**src/rtl/mau_pkg.sv**
```systemverilog
// Shared types and constants for the memory access unit.
package mau_pkg;

    // Request size codes; SZ_BAD always faults.
    localparam logic [1:0] SZ_BYTE = 2'd0;
    localparam logic [1:0] SZ_HALF = 2'd1;
    localparam logic [1:0] SZ_WORD = 2'd2;
    localparam logic [1:0] SZ_BAD  = 2'd3;

    // Little-endian byte lanes within a 32-bit word.
    localparam logic [1:0] LANE_B0 = 2'd0;
    localparam logic [1:0] LANE_B1 = 2'd1;
    localparam logic [1:0] LANE_B2 = 2'd2;
    localparam logic [1:0] LANE_B3 = 2'd3;

    typedef enum logic [1:0] {
        IDLE   = 2'd0,
        ACCESS = 2'd1,
        WRITE  = 2'd2,
        RESP   = 2'd3
    } state_t;

endpackage

```
**src/rtl/mau_lane_merge.sv**
```systemverilog
// Lane handling: load extraction with sign/zero extension, and store merge
// of a sub-word into the word read back from memory.
module mau_lane_merge
    import mau_pkg::*;
(
    input  logic [31:0] rdata,
    input  logic [1:0]  size,
    input  logic [1:0]  lane,
    input  logic        sgn,
    input  logic [15:0] wdata,
    output logic [31:0] load_data,
    output logic [31:0] merged
);

    logic [7:0]  byte_sel;
    logic [15:0] half_sel;

    // Select the addressed byte/half and extend it to 32 bits.
    always_comb begin
        byte_sel  = rdata[7:0];
        half_sel  = lane[1] ? rdata[31:16] : rdata[15:0];
        load_data = rdata;
        case (lane)
            LANE_B0: byte_sel = rdata[7:0];
            LANE_B1: byte_sel = rdata[15:8];
            LANE_B2: byte_sel = rdata[23:16];
            LANE_B3: byte_sel = rdata[31:24];
            default: byte_sel = rdata[7:0];
        endcase
        case (size)
            SZ_BYTE: load_data = {{24{sgn & byte_sel[7]}}, byte_sel};
            SZ_HALF: load_data = {{16{sgn & half_sel[15]}}, half_sel};
            default: load_data = rdata;
        endcase
    end

    // Overwrite only the addressed lane(s) of the old word.
    always_comb begin
        merged = rdata;
        if (size == SZ_BYTE) begin
            case (lane)
                LANE_B0: merged[7:0]   = wdata[7:0];
                LANE_B1: merged[15:8]  = wdata[7:0];
                LANE_B2: merged[23:16] = wdata[7:0];
                LANE_B3: merged[31:24] = wdata[7:0];
                default: merged        = rdata;
            endcase
        end else if (size == SZ_HALF) begin
            if (lane[1]) merged[31:16] = wdata;
            else         merged[15:0]  = wdata;
        end
    end

endmodule

```
**src/rtl/mem_access_unit.sv**
```systemverilog
// Load/store initiator: accepts byte-addressed requests, checks them, and
// drives a word-addressed memory, using read-modify-write for sub-word stores.
module mem_access_unit
    import mau_pkg::*;
#(
    parameter int ADDR_W = 8
) (
    input  logic              clk,
    input  logic              rst,
    input  logic              clk_enable,
    input  logic              req_valid,
    output logic              req_ready,
    input  logic              req_write,
    input  logic [1:0]        req_size,
    input  logic              req_signed,
    input  logic [31:0]       req_addr,
    input  logic [31:0]       req_wdata,
    output logic              resp_valid,
    output logic [31:0]       resp_data,
    output logic              resp_fault,
    output logic [ADDR_W-1:0] mem_r_address,
    input  logic [31:0]       mem_r_data,
    output logic [ADDR_W-1:0] mem_w_address,
    output logic [31:0]       mem_w_data,
    output logic              mem_w_enable
);

    state_t            state, state_nxt;
    logic              lat_write;
    logic [1:0]        lat_size;
    logic              lat_signed;
    logic [ADDR_W-1:0] lat_idx;
    logic [1:0]        lat_lane;
    logic [31:0]       lat_wdata;
    logic [31:0]       merged_q;
    logic              req_fault;
    logic [31:0]       load_data;
    logic [31:0]       merged;

    mau_lane_merge u_lane (
        .rdata     (mem_r_data),
        .size      (lat_size),
        .lane      (lat_lane),
        .sgn       (lat_signed),
        .wdata     (lat_wdata[15:0]),
        .load_data (load_data),
        .merged    (merged)
    );

    // Alignment, size and range check on the incoming request.
    always_comb begin
        req_fault = 1'b0;
        if (req_size == SZ_BAD)                         req_fault = 1'b1;
        if (req_size == SZ_HALF && req_addr[0])         req_fault = 1'b1;
        if (req_size == SZ_WORD && req_addr[1:0] != 2'b00) req_fault = 1'b1;
        if (req_addr[31:ADDR_W+2] != '0)                req_fault = 1'b1;
    end

    // Next-state logic and memory-side outputs.
    always_comb begin
        state_nxt = state;
        case (state)
            IDLE:    if (req_valid) state_nxt = req_fault ? RESP : ACCESS;
            ACCESS:  state_nxt = (lat_write && lat_size != SZ_WORD) ? WRITE : RESP;
            WRITE:   state_nxt = RESP;
            RESP:    state_nxt = IDLE;
            default: state_nxt = IDLE;
        endcase
    end

    assign req_ready     = (state == IDLE);
    assign resp_valid    = (state == RESP);
    assign mem_r_address = lat_idx;
    assign mem_w_address = lat_idx;
    assign mem_w_data    = (state == WRITE) ? merged_q : lat_wdata;
    // Gating with rst drops a write that would otherwise land on the reset edge.
    assign mem_w_enable  = !rst && ((state == WRITE) ||
                           (state == ACCESS && lat_write && lat_size == SZ_WORD));

    // State, request latches and response registers; everything holds while clk_enable is low.
    always_ff @(posedge clk) begin
        if (rst) begin
            state      <= IDLE;
            lat_write  <= 1'b0;
            lat_size   <= 2'd0;
            lat_signed <= 1'b0;
            lat_idx    <= '0;
            lat_lane   <= 2'd0;
            lat_wdata  <= 32'd0;
            merged_q   <= 32'd0;
            resp_data  <= 32'd0;
            resp_fault <= 1'b0;
        end else if (clk_enable) begin
            state <= state_nxt;
            case (state)
                IDLE: begin
                    if (req_valid) begin
                        lat_write  <= req_write;
                        lat_size   <= req_size;
                        lat_signed <= req_signed;
                        lat_idx    <= req_addr[ADDR_W+1:2];
                        lat_lane   <= req_addr[1:0];
                        lat_wdata  <= req_wdata;
                        resp_data  <= 32'd0;
                        resp_fault <= req_fault;
                    end
                end
                ACCESS: begin
                    if (!lat_write) resp_data <= load_data;
                    merged_q <= merged;
                end
                default: ;
            endcase
        end
    end

endmodule

```
**config.mk**
```make
export PLATFORM = sky130hd
export DESIGN_NAME = mem_access_unit
export DESIGN_NICKNAME = d
export VERILOG_FILES = /design/src/rtl/mau_pkg.sv /design/src/rtl/mau_lane_merge.sv /design/src/rtl/mem_access_unit.sv
export SDC_FILE = /design/constraint.sdc
export NUM_CORES = 1
export LEC_CHECK = 0
export CORE_MARGIN = 3
export CORE_UTILIZATION = 40
export DETAILED_ROUTE_END_ITERATION = 8
export HOLD_SLACK_MARGIN = 0.03
export PLACE_DENSITY = 0.8
export SYNTH_ARGS = -nofsm -noshare
export SYNTH_HDL_FRONTEND = slang
export SYNTH_SLANG_ARGS = --single-unit
```
**constraint.sdc**
```tcl
create_clock -name clk -period 4.05 [get_ports clk]
set_clock_uncertainty 0.2 [all_clocks]
set_input_delay 0.6075 -clock clk [delete_from_list [all_inputs] [get_ports clk]]
set_output_delay 0.6075 -clock clk [all_outputs]
set_load 0.005 [all_outputs]
```
# Word-level counts from Yosys, hierarchy flattened
# Index checks and enable logic that the tools add are counted.
# Widths: inputs -> output; s select.
# word_totals
memories	0
out_inout_bits	84
ramBits	0
latch_bits	0
romBits	0
inputBits	104
word_cells	67
register_bits	113
# classes
eq_ne	14
div_mod_pow	0
add_sub_neg	0
bitwise_logic	2
shifts	0
multipliers	0
n_reduce_logical	18
order_cmp	0
n_mux	23
# ops
cell	n
$mux 32	5
$pmux 32 s2	2
$mux 16	3
$mux 8	4
$pmux 8 s4	1
$reduce_bool 22->1	1
$eq 2x2->1 const B	7
$eq 2x1->1 const B	4
$pmux 2 s4	1
$logic_and 1x1->1	6
$logic_not 2->1	3
$ne 2x2->1 const B	3
$mux 1	5
$mux 2	2
$reduce_and 2->1	2
$reduce_and 4->1	1
$reduce_bool 2->1	2
$reduce_and 3->1	1
$and 1x1->1	2
$logic_not 1->1	1
$logic_or 1x1->1	1

# Longest topological paths before layout
# Gate-level depths: netlist of run 1.
# depth
word_depth	8
mapped_depth	9
mapped_depth_nobuf	6

# Hierarchy
# From an unflattened synthesis of run 1, not the netlist that was laid out.
# hier_totals
cells_unflattened	764
hier_area_um2	6088.3
# by_module_without_submodules
mod	area_each_um2	seq_area_each_um2	n_inst	cells_each
mem_access_unit	4614.4	2262.2	1	568
mau_lane_merge	1473.9	0.0	1	196

# Worst setup path before layout of run 1
# OpenSTA, ideal clock, no wires.
# synth_path
path_type	flip-flop to output port
from	register state[0]
to	output mem_w_data[10]
path_stages_with_launch	6
required_ns	3.242
path_buffers	2
slack_ns	1.764
arrival_ns	1.479
path_cell_list	dfxtp_1 > inv_1 > ha_1 > clkbuf_1 > clkbuf_1 > mux2_2
# synth_between
elab_chain_cells	2
# synth_rtl
element	line_no	source
from (decl)	mem_access_unit.sv:28	state_t state, state_nxt;
from (signal assigned)	mem_access_unit.sv:94	state <= state_nxt;
$eq 2x2->1	mem_access_unit.sv:75	assign mem_w_data = (state == WRITE) ? merged_q : lat_wdata;
$mux 32	mem_access_unit.sv:75	
to (decl)	mem_access_unit.sv:24	output logic [31:0] mem_w_data,
# No other way between the ends.

# Worst setup path after layout of run 1
# layout_path
from	register state[0]
to	output mem_w_data[17]
# Same word-level chain as after synthesis.

==> results of run 1 <==
-- logic make-up after synthesis --
group / count (synthesis) / synth area share [%]
DFF: 113 / 39.6
buffers and inverters: 79 / 6.70
muxes: 43 / 8.40
AOI/OAI and AO/OA: 208 / 26.5
and+or+nand+nor: 221 / 18.0
adders and majority gates: 4 / 0.876
-- Yosys cell counts (all sizes together), types with 23 or more instances --
cell type / number / area [um^2]
a21oi: 54 / 270
a221o: 24 / 240
a22o: 25 / 219
buf: 34 / 214
clkbuf: 40 / 150
dfxtp: 113 / 2260
mux2: 40 / 450
nand2: 121 / 454
nand3: 25 / 125
nor2: 23 / 86.3
o21ai: 24 / 120
-- per-stage QoR --
stage                     total power (uW)  setup slack, ns  cell area [um^2]  hold slack (ns)  cells
after floorplan                       1690             1.76              5720            0.234    668
after global placement                2030             1.36              7550            0.243    972
after detailed placement              2040             1.31              7550            0.247    972
after CTS                             3570            0.858              8150            0.254   1004
after global routing                  3700            0.766              8150            0.277   1004
final                                 3550            0.879              8150            0.252   1004
-- power groups by stage --
stage	clock network [uW]	registers, uW	logic (uW)
after floorplan	0	1260	437
after global placement	0	1300	732
after detailed placement	0	1300	744
after CTS	1540	1280	752
after global routing	1590	1290	821
final	1520	1280	752
-- cells in the final DEF, fill, tap and decap left out, types with 23 or more instances in the layout --
cell type        instances
clkdlybuf4s50_1        186
nand2_1                121
dfxtp_1                113
a21oi_1                 54
mux2_2                  40
a22o_1                  25
o21ai_0                 24
nand3_1                 24
a221o_1                 24
nor2_1                  23
-- routing by layer --
layer | routed length (um) | global-route usage [%]
met2 | 8250 | 33.1
met4 | 392 | 8.23
met3 | 1650 | 6.58
met1 | 8260 | 33.4
met5 | 0 | 0
-- worst min-delay path, cell delays in order (launching register included) --
cell     delay (ns)
dfxtp_1        0.30
nand2_1        0.05
a21oi_1        0.05
-- sequential cells by signal (all words and copies together), names as in the netlist --
signal / count
lat_size: 2
resp_fault: 1
lat_write: 1
resp_data: 32
mem_r_address: 8
state: 2
lat_wdata: 32
merged_q: 32
lat_signed: 1
lat_lane: 2
-- worst min path at each step --
stage	startpoint	end	cells past startpoint
finish	lat_wdata[22]$_SDFFE_PP0P_	lat_wdata[22]$_SDFFE_PP0P_	2
detailed placement	lat_wdata[31]$_SDFFE_PP0P_	lat_wdata[31]$_SDFFE_PP0P_	2
global placement	lat_wdata[25]$_SDFFE_PP0P_	lat_wdata[25]$_SDFFE_PP0P_	2
global route	lat_wdata[22]$_SDFFE_PP0P_	lat_wdata[22]$_SDFFE_PP0P_	2
CTS	lat_wdata[31]$_SDFFE_PP0P_	lat_wdata[31]$_SDFFE_PP0P_	2
floorplan	lat_wdata[16]$_SDFFE_PP0P_	lat_wdata[16]$_SDFFE_PP0P_	2
-- cell type report --
cell class                 count  area, um^2  share of cell area, %
clock inverter                11         135                   1.66
tap                          180         225                   2.76
inverter                       5        18.8                  0.230
multi-input combinational    476        3080                   37.8
sequential                   113        2260                   27.7
timing repair buffer         198        1960                   24.1
clock buffer                  21         470                   5.77
==> metrics.txt, run 1 <==
DR iter-0 viols 648; yosys warns 0; CTS Hold Bufs 0; Worst slew margin 42.0%; Post-Syn Area 5720 um^2; Tcrit/Tclk final 78.3%; Avg WL per Cell 18.5 um; H-tree depth 4; die area 15,800 um^2; ANT nets after route 0; Hold Path Class register to register; Ports 188; final wirelength 18.6 mm; Reg-to-Reg End resp_data[15]$_SDFFE_PP0P_; CP top delay family buffers and inverters; CP arrival 2.36 ns; critical path launch point state[0]$_SDFFE_PP0P_; switching share of power 27.1%; fmax 315 MHz; # DRC 0; CP Launch Type register; final number of setup-violating endpoints 0; Yosys cell types 50; vias in the first global route 5,362; Comb pwr share 21.2%; Stages on worst setup path 5; Initial Util 41.0%; Int Pwr 2590 uW; status complete, no violations; cts repair resizes 0; Post-synth top flop dfxtp_1; cell depth of the worst flop-to-flop path 4; CTS tree built; worst vdd ir 0.000313 V; Die Width 126 um; fin util 58.5%; # fillers 1,223; Syn-to-layout area delta 42.6%; clock share of power 42.8%; WP data required 3.24 ns; Port Buffer Count 187; antenna violations before repair 0; Worst setup EP type output port; final global-route overflow total 0; Syn Inst Count 668; first-pass GRT wire length 29.6 mm; RSZ-0062 raised after global routing false; post-detail-place hpwl 13.3 mm; placeable core area 13,900 um^2; post-synthesis net count 776; sum of buffers and inverters on the critical path 3; Num CTS Buffers 17; drt first pass iters 5; Seq pwr share 36.0%; worst setup path end mem_w_data[17]; largest net degree at the start of global routing 58; Cell Rows 43; Fin. Hold Viols 0; Die Y-Extent 126 um; switching power total 962 uW; root buf cell clkbuf_16; crit-path max cell delay 0.45 ns; ANT cells 0; Worst Tran Pin Value 0.869 ns; sequential area share after synthesis 39.6%; P_leak 0.00297 uW; post-CTS setup buffers 0; crit path cell chain inv_1 -> ha_1 -> buf_12 -> mux2_2 -> clkdlybuf4s50_1; Clock Latency Late Sink 0.41 ns; Worst path slowest cell ha_1; Seq cells post-synth 113; Crit Path Category register to output port; Final min period 3.17 ns; vias 5,747; TNS Setup 0 ns; clock-pin slew on the worst setup and hold paths 0.05 ns; Post-synth EDFFs 0; ys async rst share 0%; Clock Path Buffers 2; vias per cell 5.72; fraction of layout cells with a size suffix above 1 10.8%; Num Clock Sinks 113; nets 919; register-to-register setup slack 1.41 ns; Power Density 436 nW/um^2; final slew viol count 0; critical path peak fanout 25; RePlAce Congestion 0.836; RR Startpoint lat_lane[1]$_SDFFE_PP0P_; max-cap check violation count 0; gr usage total 23.2%; mean area per synthesized cell 8.56 um^2
Note: power is estimated with default switching activity, not from simulation.
==> run 2, diff against run 1 <==
--- a/config.mk
+++ b/config.mk
@@ -9,7 +9,7 @@
 export CORE_UTILIZATION = 40
 export DETAILED_ROUTE_END_ITERATION = 8
 export HOLD_SLACK_MARGIN = 0.03
-export PLACE_DENSITY = 0.8
+export PLACE_DENSITY = 0.83
 export SYNTH_ARGS = -nofsm -noshare
 export SYNTH_HDL_FRONTEND = slang
 export SYNTH_SLANG_ARGS = --single-unit
==> constraint.sdc (replaced) <==
create_clock -name clk -period 2.75 [get_ports clk]
set_clock_uncertainty 0.2 [all_clocks]
set_input_delay 0.4125 -clock clk [delete_from_list [all_inputs] [get_ports clk]]
set_output_delay 0.4125 -clock clk [all_outputs]
set_load 0.005 [all_outputs]
==> run 2 against run 1 <==
Sequential power rose by 45%. Sequential cell count unchanged. Worst setup slack got worse by 0.79 ns. Die area unchanged. Clock-buffer cell count up 1. Non-clock buffer count increased by 16. Clock power is 53% higher. Design area is 2.6% higher.
==> metrics.txt, run 2 (synthesis results as in run 1) <==
Ports 188 (unchanged); Die Y-Extent 126 um (unchanged); clock-pin slew on the worst setup and hold paths 0.05 ns (about the same); Worst slew margin 62.9% (+21 points); fraction of layout cells with a size suffix above 1 12.6% (+1.8 points); vias 5,823 (+1.3%); H-tree depth 4 (unchanged); Seq pwr share 34.4% (-1.6 points); placeable core area 13,900 um^2 (unchanged); Largest regs lat_wdata (32), merged_q (32), resp_data (32); Port Buffer Count 187 (unchanged); post-detail-place hpwl 13.4 mm (+0.86%); clock share of power 43.2% (+0.4 points); TNS Setup 0 ns (unchanged); Post-DP Area 7700 um^2 (+2.0%); antenna violations before repair 0 (unchanged); post-CTS setup buffers 0 (unchanged); Die Width 126 um (unchanged); ANT cells 0 (unchanged); fmax 375 MHz; commonest non-fill, non-tap cell in the layout clkdlybuf4s50_1; vias per cell 5.71 (-0.27%); Comb pwr share 22.4% (+1.2 points); Crit Path Category register to output port; critical path peak fanout 17 (-32%); Avg WL per Cell 18.7 um (+1.2%); root buf cell clkbuf_16; final global-route overflow total 0 (unchanged); final wirelength 19.1 mm (+2.8%); Tcrit/Tclk final 96.9%; CP Launch Type register; gr usage total 23.5% (+0.25 points); Fin. Hold Viols 0 (unchanged); Syn-to-layout area delta 46.4%; WP data required 2.14 ns (-1.10 ns); crit-path max cell delay 0.45 ns (about the same); CTS tree built; Power Density 646 nW/um^2 (+48%); drt first pass iters 5 (unchanged); Worst Tran Pin Value 0.554 ns (-0.315 ns); # fillers 1,193 (-2.5%); Initial Util 41.0% (unchanged); max-cap check violation count 0 (unchanged); Worst path slowest cell clkdlybuf4s50_1; Clock Path Buffers 2 (unchanged); status complete, no violations; RePlAce Congestion 0.870 (+4.1%); largest net degree at the start of global routing 54 (-6.9%); die area 15,800 um^2 (unchanged); Cell Rows 43 (unchanged); post-route cell area 8370 um^2 (+2.6%); switching power total 1440 uW (+50%); DR iter-0 viols 603 (-6.9%); switching share of power 26.6% (-0.44 points); nets 935 (+1.7%); Hold Path Class primary input to register; Worst setup EP type output port; Clock Latency Late Sink 0.42 ns (about the same); # DRC 0 (unchanged); sum of buffers and inverters on the critical path 3 (unchanged); Num CTS Buffers 17 (unchanged); final number of setup-violating endpoints 0 (unchanged); vias in the first global route 5,468 (+2.0%); RSZ-0062 raised after global routing false; ANT nets after route 0 (unchanged); CP arrival 2.05 ns (-0.31 ns); most frequent cells in the layout 186 x clkdlybuf4s50_1, 121 x nand2_1, 113 x dfxtp_1, 54 x a21oi_1, 40 x mux2_2; Final min period 2.67 ns; final slew viol count 0 (unchanged); crit path cell chain inv_2 -> ha_4 -> buf_12 -> mux2_2 -> clkdlybuf4s50_1; CP top delay family buffers and inverters; Int Pwr 3960 uW (+53%); worst vdd ir 0.000399 V (+27%); Num Clock Sinks 113 (unchanged); first-pass GRT wire length 29.6 mm (unchanged); P_leak 0.00308 uW (+3.7%)
run 2: repair_timing:
action                                  CTS  global route
endpoints found under the setup margin   32             6
cloned                                    1             0
hold buffers                              0             0
gates resized for setup                   4             1
run 2: final cells by class:
class	count	area [um^2]	share of cell area, %
Clock buffer	22	474	5.67
Timing Repair Buffer	214	2140	25.6
Inverter	5	18.8	0.224
Sequential cell	113	2260	27.0
Tap cell	180	225	2.69
Multi-Input combinational cell	476	3090	36.9
Clock inverter	10	156	1.87
run 2: final timing paths:
check / start / endpoint / slack [ns] / cells after the start
max: state[0]$_SDFFE_PP0P_ / mem_w_data[8] / 0.08 / 5
min: rst / mem_r_address[1]$_SDFFE_PP0P_ / 0.19 / 2
max reg2reg: state[1]$_SDFFE_PP0P_ / resp_data[2]$_SDFFE_PP0P_ / 0.40 / 7
min reg2reg: lat_wdata[19]$_SDFFE_PP0P_ / lat_wdata[19]$_SDFFE_PP0P_ / 0.25 / 2
run 2: power by group through the flow:
stage	Clock, uW	Combinational (uW)	Sequential [uW]
global placement	0	1140	1880
finish	2330	1210	1860
detailed placement	0	1160	1890
CTS	2350	1210	1860
global route	2440	1300	1870
floorplan	0	643	1850
run 2: per-stage QoR:
stage / instances / worst slack (ns) / utilization, % / total power [uW] / hold slack [ns]
3_3_place_gp: 987 / 0.171 / 55.2 / 3030 / 0.239
4_1_cts: 1020 / 0.0641 / 60.0 / 5410 / 0.175
3_5_place_dp: 987 / 0.120 / 55.2 / 3050 / 0.246
5_1_grt: 1020 / 0.00899 / 60.1 / 5610 / 0.197
2_1_floorplan: 668 / 0.626 / - / 2490 / 0.234
6_report: 1020 / 0.0848 / 60.1 / 5400 / 0.189
run 2: layer usage:
layer  global-route usage [%]  vias to the layer above  routed length (um)
li1                         -                     2778                   -
met1                     32.5                     2725                8270
met2                     36.5                      298                8900
met3                     5.30                       22                1680
met4                     7.21                        0                 223
met5                        0                        -                   0
run 2: worst reg2reg max path, cell delays in order (launching register included):
cell and delay (ns):
dfxtp_1 0.42, inv_1 0.11, ha_1 0.30, nor2b_1 0.17, o211ai_1 0.20, and2_2 0.49
buf_4 0.25, o2bb2ai_1 0.13
